==> config.mk <==
export PLATFORM = sky130hd
export DESIGN_NAME = vga_line_fetch
export DESIGN_NICKNAME = d
export VERILOG_FILES = /design/src/rtl/vga_line_fetch.sv
export SDC_FILE = /design/constraint.sdc
export NUM_CORES = 1
export LEC_CHECK = 0
export BUFFER_PORTS_ARGS = -buffer_cell sky130_fd_sc_hd__buf_2
export CORE_UTILIZATION = 54
export CTS_BUF_LIST = sky130_fd_sc_hd__clkbuf_16
export CTS_CLUSTER_SIZE = 28
export DETAILED_ROUTE_END_ITERATION = 16
export PLACE_DENSITY = 0.69
export SYNTH_ARGS = -nofsm -noshare
export SYNTH_HDL_FRONTEND = slang
export SYNTH_SLANG_ARGS = --single-unit
==> constraint.sdc <==
create_clock -name VGA_CLK -period 7.48 [get_ports VGA_CLK]
set_input_delay 1.122 -clock VGA_CLK [delete_from_list [all_inputs] [get_ports VGA_CLK]]
set_output_delay 1.122 -clock VGA_CLK [all_outputs]
set_load 0.03 [all_outputs]
==> src/rtl/vga_line_fetch.sv <==
// VGA line fetch: prefetches framebuffer pixels in linear order into a small FIFO
// and hands them to the timing generator one per PIX_REQ, with a sticky underrun flag.
module vga_line_fetch #(
    parameter int unsigned H_PIXELS   = 800,
    parameter int unsigned V_LINES    = 600,
    parameter int unsigned DATA_W     = 12,
    parameter int unsigned ADDR_W     = 19,
    parameter int unsigned FIFO_DEPTH = 16
) (
    input  logic              VGA_CLK,
    input  logic              VGA_RST_N,
    input  logic              FRAME_START,
    input  logic              PIX_REQ,
    output logic [DATA_W-1:0] PIX_DATA,
    output logic              PIX_VALID,
    output logic              FB_RD_EN,
    output logic [ADDR_W-1:0] FB_ADDR,
    input  logic [DATA_W-1:0] FB_DATA,
    output logic              UNDERRUN
);

    localparam int unsigned       PtrW     = $clog2(FIFO_DEPTH);
    localparam int unsigned       CntW     = PtrW + 1;
    localparam logic [CntW-1:0]   DepthC   = CntW'(FIFO_DEPTH);
    localparam logic [ADDR_W-1:0] LastAddr = ADDR_W'(H_PIXELS * V_LINES - 1);

    typedef enum logic [1:0] {StIdle, StFetch, StDone} state_e;

    state_e            state_q, state_d;
    logic [ADDR_W-1:0] addr_q, addr_d;
    logic [DATA_W-1:0] mem_q [FIFO_DEPTH];
    logic [PtrW-1:0]   wr_ptr_q, rd_ptr_q;
    logic [CntW-1:0]   count_q, count_d;
    logic              inflight_q;
    logic [DATA_W-1:0] pix_data_q;
    logic              pix_valid_q;
    logic              underrun_q;

    logic              rd_en;
    logic              last_rd;
    logic              fifo_wr;
    logic              fifo_pop;
    logic              underrun_set;
    logic [CntW-1:0]   occupancy;

    // FRAME_START overrides everything: no write of returning data, no pop, no underrun.
    assign fifo_wr      = inflight_q & ~FRAME_START;
    assign fifo_pop     = PIX_REQ & ~FRAME_START & (count_q != '0);
    assign underrun_set = PIX_REQ & ~FRAME_START & (count_q == '0);
    assign occupancy    = count_q + CntW'(inflight_q);

    // State register.
    always_ff @(posedge VGA_CLK or negedge VGA_RST_N) begin
        if (!VGA_RST_N) begin
            state_q <= StIdle;
        end else begin
            state_q <= state_d;
        end
    end

    // Next-state: fetch runs from FRAME_START until the last address of the frame is issued.
    always_comb begin
        state_d = state_q;
        unique case (state_q)
            StIdle:  if (FRAME_START) state_d = StFetch;
            StFetch: if (last_rd)     state_d = StDone;
            StDone:  if (FRAME_START) state_d = StFetch;
            default: state_d = StIdle;
        endcase
    end

    // Read strobe: only while fetching, never in a FRAME_START cycle, and only if the
    // FIFO has room for this read on top of what is stored and already in flight.
    always_comb begin
        rd_en = 1'b0;
        if (state_q == StFetch && !FRAME_START && occupancy < DepthC) begin
            rd_en = 1'b1;
        end
        last_rd = rd_en & (addr_q == LastAddr);
    end

    // Address counter and occupancy next-state; the counter parks on the last address.
    always_comb begin
        addr_d  = addr_q;
        count_d = count_q + CntW'(fifo_wr) - CntW'(fifo_pop);
        if (FRAME_START) begin
            addr_d  = '0;
            count_d = '0;
        end else if (rd_en && !last_rd) begin
            addr_d = addr_q + ADDR_W'(1);
        end
    end

    // Datapath registers: counters, pointers, in-flight marker and pixel output stage.
    always_ff @(posedge VGA_CLK or negedge VGA_RST_N) begin
        if (!VGA_RST_N) begin
            addr_q      <= '0;
            count_q     <= '0;
            wr_ptr_q    <= '0;
            rd_ptr_q    <= '0;
            inflight_q  <= 1'b0;
            pix_data_q  <= '0;
            pix_valid_q <= 1'b0;
            underrun_q  <= 1'b0;
        end else begin
            addr_q      <= addr_d;
            count_q     <= count_d;
            inflight_q  <= rd_en;
            pix_valid_q <= fifo_pop;
            pix_data_q  <= fifo_pop ? mem_q[rd_ptr_q] : '0;
            if (FRAME_START) begin
                wr_ptr_q   <= '0;
                rd_ptr_q   <= '0;
                underrun_q <= 1'b0;
            end else begin
                wr_ptr_q <= wr_ptr_q + PtrW'(fifo_wr);
                rd_ptr_q <= rd_ptr_q + PtrW'(fifo_pop);
                if (underrun_set) underrun_q <= 1'b1;
            end
        end
    end

    // FIFO storage; a pop only sees entries written in earlier cycles (no bypass).
    always_ff @(posedge VGA_CLK) begin
        if (fifo_wr) mem_q[wr_ptr_q] <= FB_DATA;
    end

    assign FB_RD_EN  = rd_en;
    assign FB_ADDR   = addr_q;
    assign PIX_DATA  = pix_data_q;
    assign PIX_VALID = pix_valid_q;
    assign UNDERRUN  = underrun_q;

endmodule

# After elaboration in Yosys (flattened, before gate mapping)
# Memory sizes are Yosys's and may differ from the RTL's.
# Cells that the tools add are included.
# totals
ff_bits	49
ramBits	192
inputBits	16
output_inout_bits	34
memories	1
# mem_list
memory	depth	word_bits	read_ports	rd_ports_with_merged_regs	wr	line	source
mem_q	16	12	1	0	1	31	logic [DATA_W-1:0] mem_q [FIFO_DEPTH];
# classes
add_sub_neg	6
magnitude_cmp	1
eq_ne	5
muxes	14
n_bitwise	6
reduce_logical	12
# op_table
op	count
$mux W19	2
$add A19 B1 Y19 const B	1
$eq A19 B19 Y1 const B	1
$mux W12	1
$add A5 B1 Y5	2
$add A4 B1 Y4	2
$mux W4	2
$and A1 B1 Y1	5
$logic_not A5 Y1	1
$lt A5 B5 Y1 const B	1
$mux W1	5
$mux W5	1
$reduce_bool A5 Y1	1
$sub A5 B1 Y5	1
$mux W2	2
$pmux W2 S2	1
$reduce_bool A2 Y1	2
$logic_and A1 B1 Y1	3
$eq A2 B1 Y1 const B	1
$eq A2 B2 Y1 const B	1
$logic_not A1 Y1	2
$logic_not A2 Y1	1
$ne A2 B1 Y1 const B	1
$ne A2 B2 Y1 const B	1
3 further kinds	3

# Longest topological paths before layout
# logic_depth
ltp_word	9
mapped_depth	14
ltp_nobuf	14

# Worst setup path before layout
# Ideal clock, no wire load.
# synth_timing
kind	input-to-reg
from	input FRAME_START
to	memory mem_q[0][0] (enable)
setup_ps	396
arrival_time_ps	2728
t_required_ps	7084
path_slack_ps	4356
cell_stages	4
cell_sequence	clkbuf_1 -> nand2b_1 -> or3_1 -> nor3_1
# synth_via
elab_chain_cells	4
# synth_lines
item	line	source
from (decl)	12	input logic FRAME_START,
$not A1 Y1	47	assign fifo_wr = inflight_q & ~FRAME_START;
$and A1 B1 Y1	47	
$mux W1	125	if (fifo_wr) mem_q[wr_ptr_q] <= FB_DATA;
$mux W1 (not written as such)	125	
to (decl)	31	
# Every way passes these cells.

# Worst setup path after layout
# layout_timing
from	input FRAME_START
to	output FB_RD_EN
# layout_via
elab_chain_cells	4
# layout_lines
item	line	source
$logic_not A1 Y1	76	if (state_q == StFetch && !FRAME_START && occupancy < DepthC) begin
$logic_and A1 B1 Y1 (2 in a row)	76	
$mux W1	76	
to (decl)	16	output logic FB_RD_EN,
# Every way passes these cells.

==> results by group <==
Synth
  – Syn_nets: 552
  – Synth Cell Area: 9610 µm²
  – Post-synth top area share: 60.0%
  – Synth cell types: 42
  – Post-Syn Instances: 523
  – Mapped Avg Cell Area: 18.4 µm²
  – Area contributors post-synth: edfxtp_1 (60%), dfrtp_1 (13%), mux4_2 (11%)
  – Yosys warns: 0
  – Seq cells post-synth: 241
  – Area leader, netlist: edfxtp_1
  – Asr flop ratio synth: 20.3%
  – Ys flop type: edfxtp_1
  – Post-synth EDFFs: 192
  – Register area share after synthesis: 72.8%

Floorplanning
  – IO Pins: 50
  – Std-Cell Rows: 48
  – DIE AREA: 18300 µm²
  – Die W: 135 µm
  – Initial core utilization: 55.4%
  – Core footprint: 17400 µm²
  – Die height: 135 µm

Timing
  – Max-slew violations: 0
  – F_max: 0.263 GHz
  – Post-route setup slack: 3.68 ns
  – RSZ-0062 raised after global routing: no
  – Final Critical Period: 3.80 ns
  – Clock skew: 0.0155 ns
  – Slew @ Worst Pin: 1.12 ns
  – TNS Setup: 0 ns
  – Slew headroom: 25.2%
  – Setup violations, final: 0
  – Tcrit/Tclk final: 50.8%
  – Endpoints failing hold: 0

Placement
  – DP Worst Slack: 3.69 ns
  – Placed Instances: 779
  – Port bufs: 49
  – Gp weighted congestion: 0.904
  – Detail Placement HPWL: 11800 µm

Hold path
  – Min-delay worst type: reg2reg
  – Hold path start: UNDERRUN
  – Hold worst-path end: UNDERRUN
  – Hold depth: 2

Global routing
  – Initial antenna violation count: 0
  – Vias in the first global route: 5070
  – GRT Util Overall: 21.5%
  – Pin count of the biggest net entering global routing: 50
  – GR Overflow Total: 0
  – First-pass GRT wire length: 28800 µm

CTS
  – Depth of the CTS H-tree: 1
  – Post-CTS Setup Inserts: 0
  – Clk buf depth: 3
  – Clock latency on the worst-skew pair: 0.52 ns
  – Post-CTS sizing: 0
  – CTS Hold Bufs: 0
  – CTS tree: yes
  – Clock sinks: 241
  – Reg clk slew, reported paths: 0.06 ns
  – CTS buffer count: 25
  – CTS root buf: clkbuf_16

Setup path
  – CP Capture Type: primary output
  – CP startpoint kind: input port
  – Critical Path Fanout Max: 39
  – Setup CP Type: in2out
  – FF-to-FF path depth: 14
  – CP Launch Point: FRAME_START
  – Reg2reg end: count_q[4]
  – Worst R2R Start: count_q[2]
  – Reg2Reg Setup Slack: 4.50 ns
  – WP data required: 6.36 ns
  – Worst Path Arrival: 2.68 ns

Run status
  – Status: finished clean

Drt
  – DRC Markers: 0
  – Total routed wirelength: 18700 µm
  – DR WL/cell: 22.6 µm
  – DR vias/cell: 5.99
  – Final ANT Viol Nets: 0
  – Iter 0 DRT Violations: 337
  – Drt pass-1 iters: 4
  – Via count: 4938

Layout
  – Layout cells sized above 1: 24.8%
  – Non-Filler Instances: 825
  – Diodes inserted: 0
  – Commonest non-fill, non-tap cell in the layout: edfxtp_1
  – Most frequent cells in the layout: edfxtp_1 (192), buf_2 (49), mux4_2 (48), dfrtp_1 (47), nor2_1 (33)
  – P&R area growth vs syn: 13.4%
  – Layout Nets: 610

Job
  – Max-cap check violation count: 0

Power and ir drop
  – Pwr dens: 287 nW/µm²
  – Design Power: 0.00313 W
  – Peak supply drop: 0.205 mV
  – Leakage: 3.78 nW
==> cell usage after synthesis, types with 6 or more instances <==
master,count
nand3_1,10
o22ai_1,12
xor2_1,9
o21ai_0,6
dfrtp_1,49
inv_1,8
nor2_1,33
mux4_2,48
a21oi_1,13
nor2b_1,6
edfxtp_1,192
nand2_1,14
ha_1,12
nand2b_1,6
mux2i_1,25
xnor2_1,8
clkbuf_1,10
==> flip-flops by register name, indices dropped and copies added, names as in the netlist <==
signal	flops
inflight_q	1
PIX_VALID	1
FB_ADDR	19
PIX_DATA	12
mem_q	192
UNDERRUN	1
wr_ptr_q	4
state_q	2
rd_ptr_q	4
count_q	5
==> how the worst max path moves through the flow <==
stage,to,cells past startpoint,slack [ns]
after floorplan,mem_q[0][0],4,4.36
after global placement,FB_RD_EN,5,3.73
after detailed placement,FB_RD_EN,5,3.69
after CTS,FB_RD_EN,5,3.70
after global routing,FB_RD_EN,5,3.57
final,FB_RD_EN,5,3.68
==> logic make-up after synthesis <==
group | Yosys count | synth area share [%]
buffers and inverters | 30 | 1.33
multiplexers | 74 | 14.0
AO/OA/AOI/OAI | 40 | 2.49
adder cells (fa/ha/maj) | 13 | 1.77
AND/OR/NAND/NOR | 108 | 6.12
XOR/XNOR | 17 | 1.55
flip-flops | 241 | 72.8
==> cell type report <==
class,count,area (µm²)
flip-flops and latches,241,7000
clock buffers,25,626
repair buffers,52,268
multi-input cells,252,2510
fillers,1223,6450
clock inverters,21,184
inverters,9,35.0
well taps,225,282
==> metal layers <==
metal | vias up | GRT usage, % | share of wire [%]
met4 | 0 | 5.62 | 2.0
met5 | - | 0 | 0
met2 | 151 | 34.5 | 50
li1 | 2187 | - | -
met1 | 2575 | 30.4 | 42
met3 | 25 | 4.45 | 6.2
==> metrics by stage <==
step	utilization (%)	cell area, µm²	hold WS [ns]
floorplan	-	9610	0.541
global placement	58.1	10100	0.482
detailed placement	58.1	10100	0.485
CTS	62.8	10900	0.498
global route	62.8	10900	0.575
finish	62.8	10900	0.495
==> where the power goes <==
part / switching (W) / leakage (nW) / internal, W
clock: 0.000495 / 0.420 / 0.000714
sequential: 0.0000697 / 2.39 / 0.00149
combinational: 0.000191 / 0.968 / 0.000168
total: 0.000755 / 3.78 / 0.00237
==> worst max-delay path: stages <==
cell and delay [ns]:
buf_2 0.55, and4bb_1 0.30, mux2i_2 0.27, clkinv_2 0.20, buf_2 0.22
No activity file was read; power rests on OpenSTA's default activity.
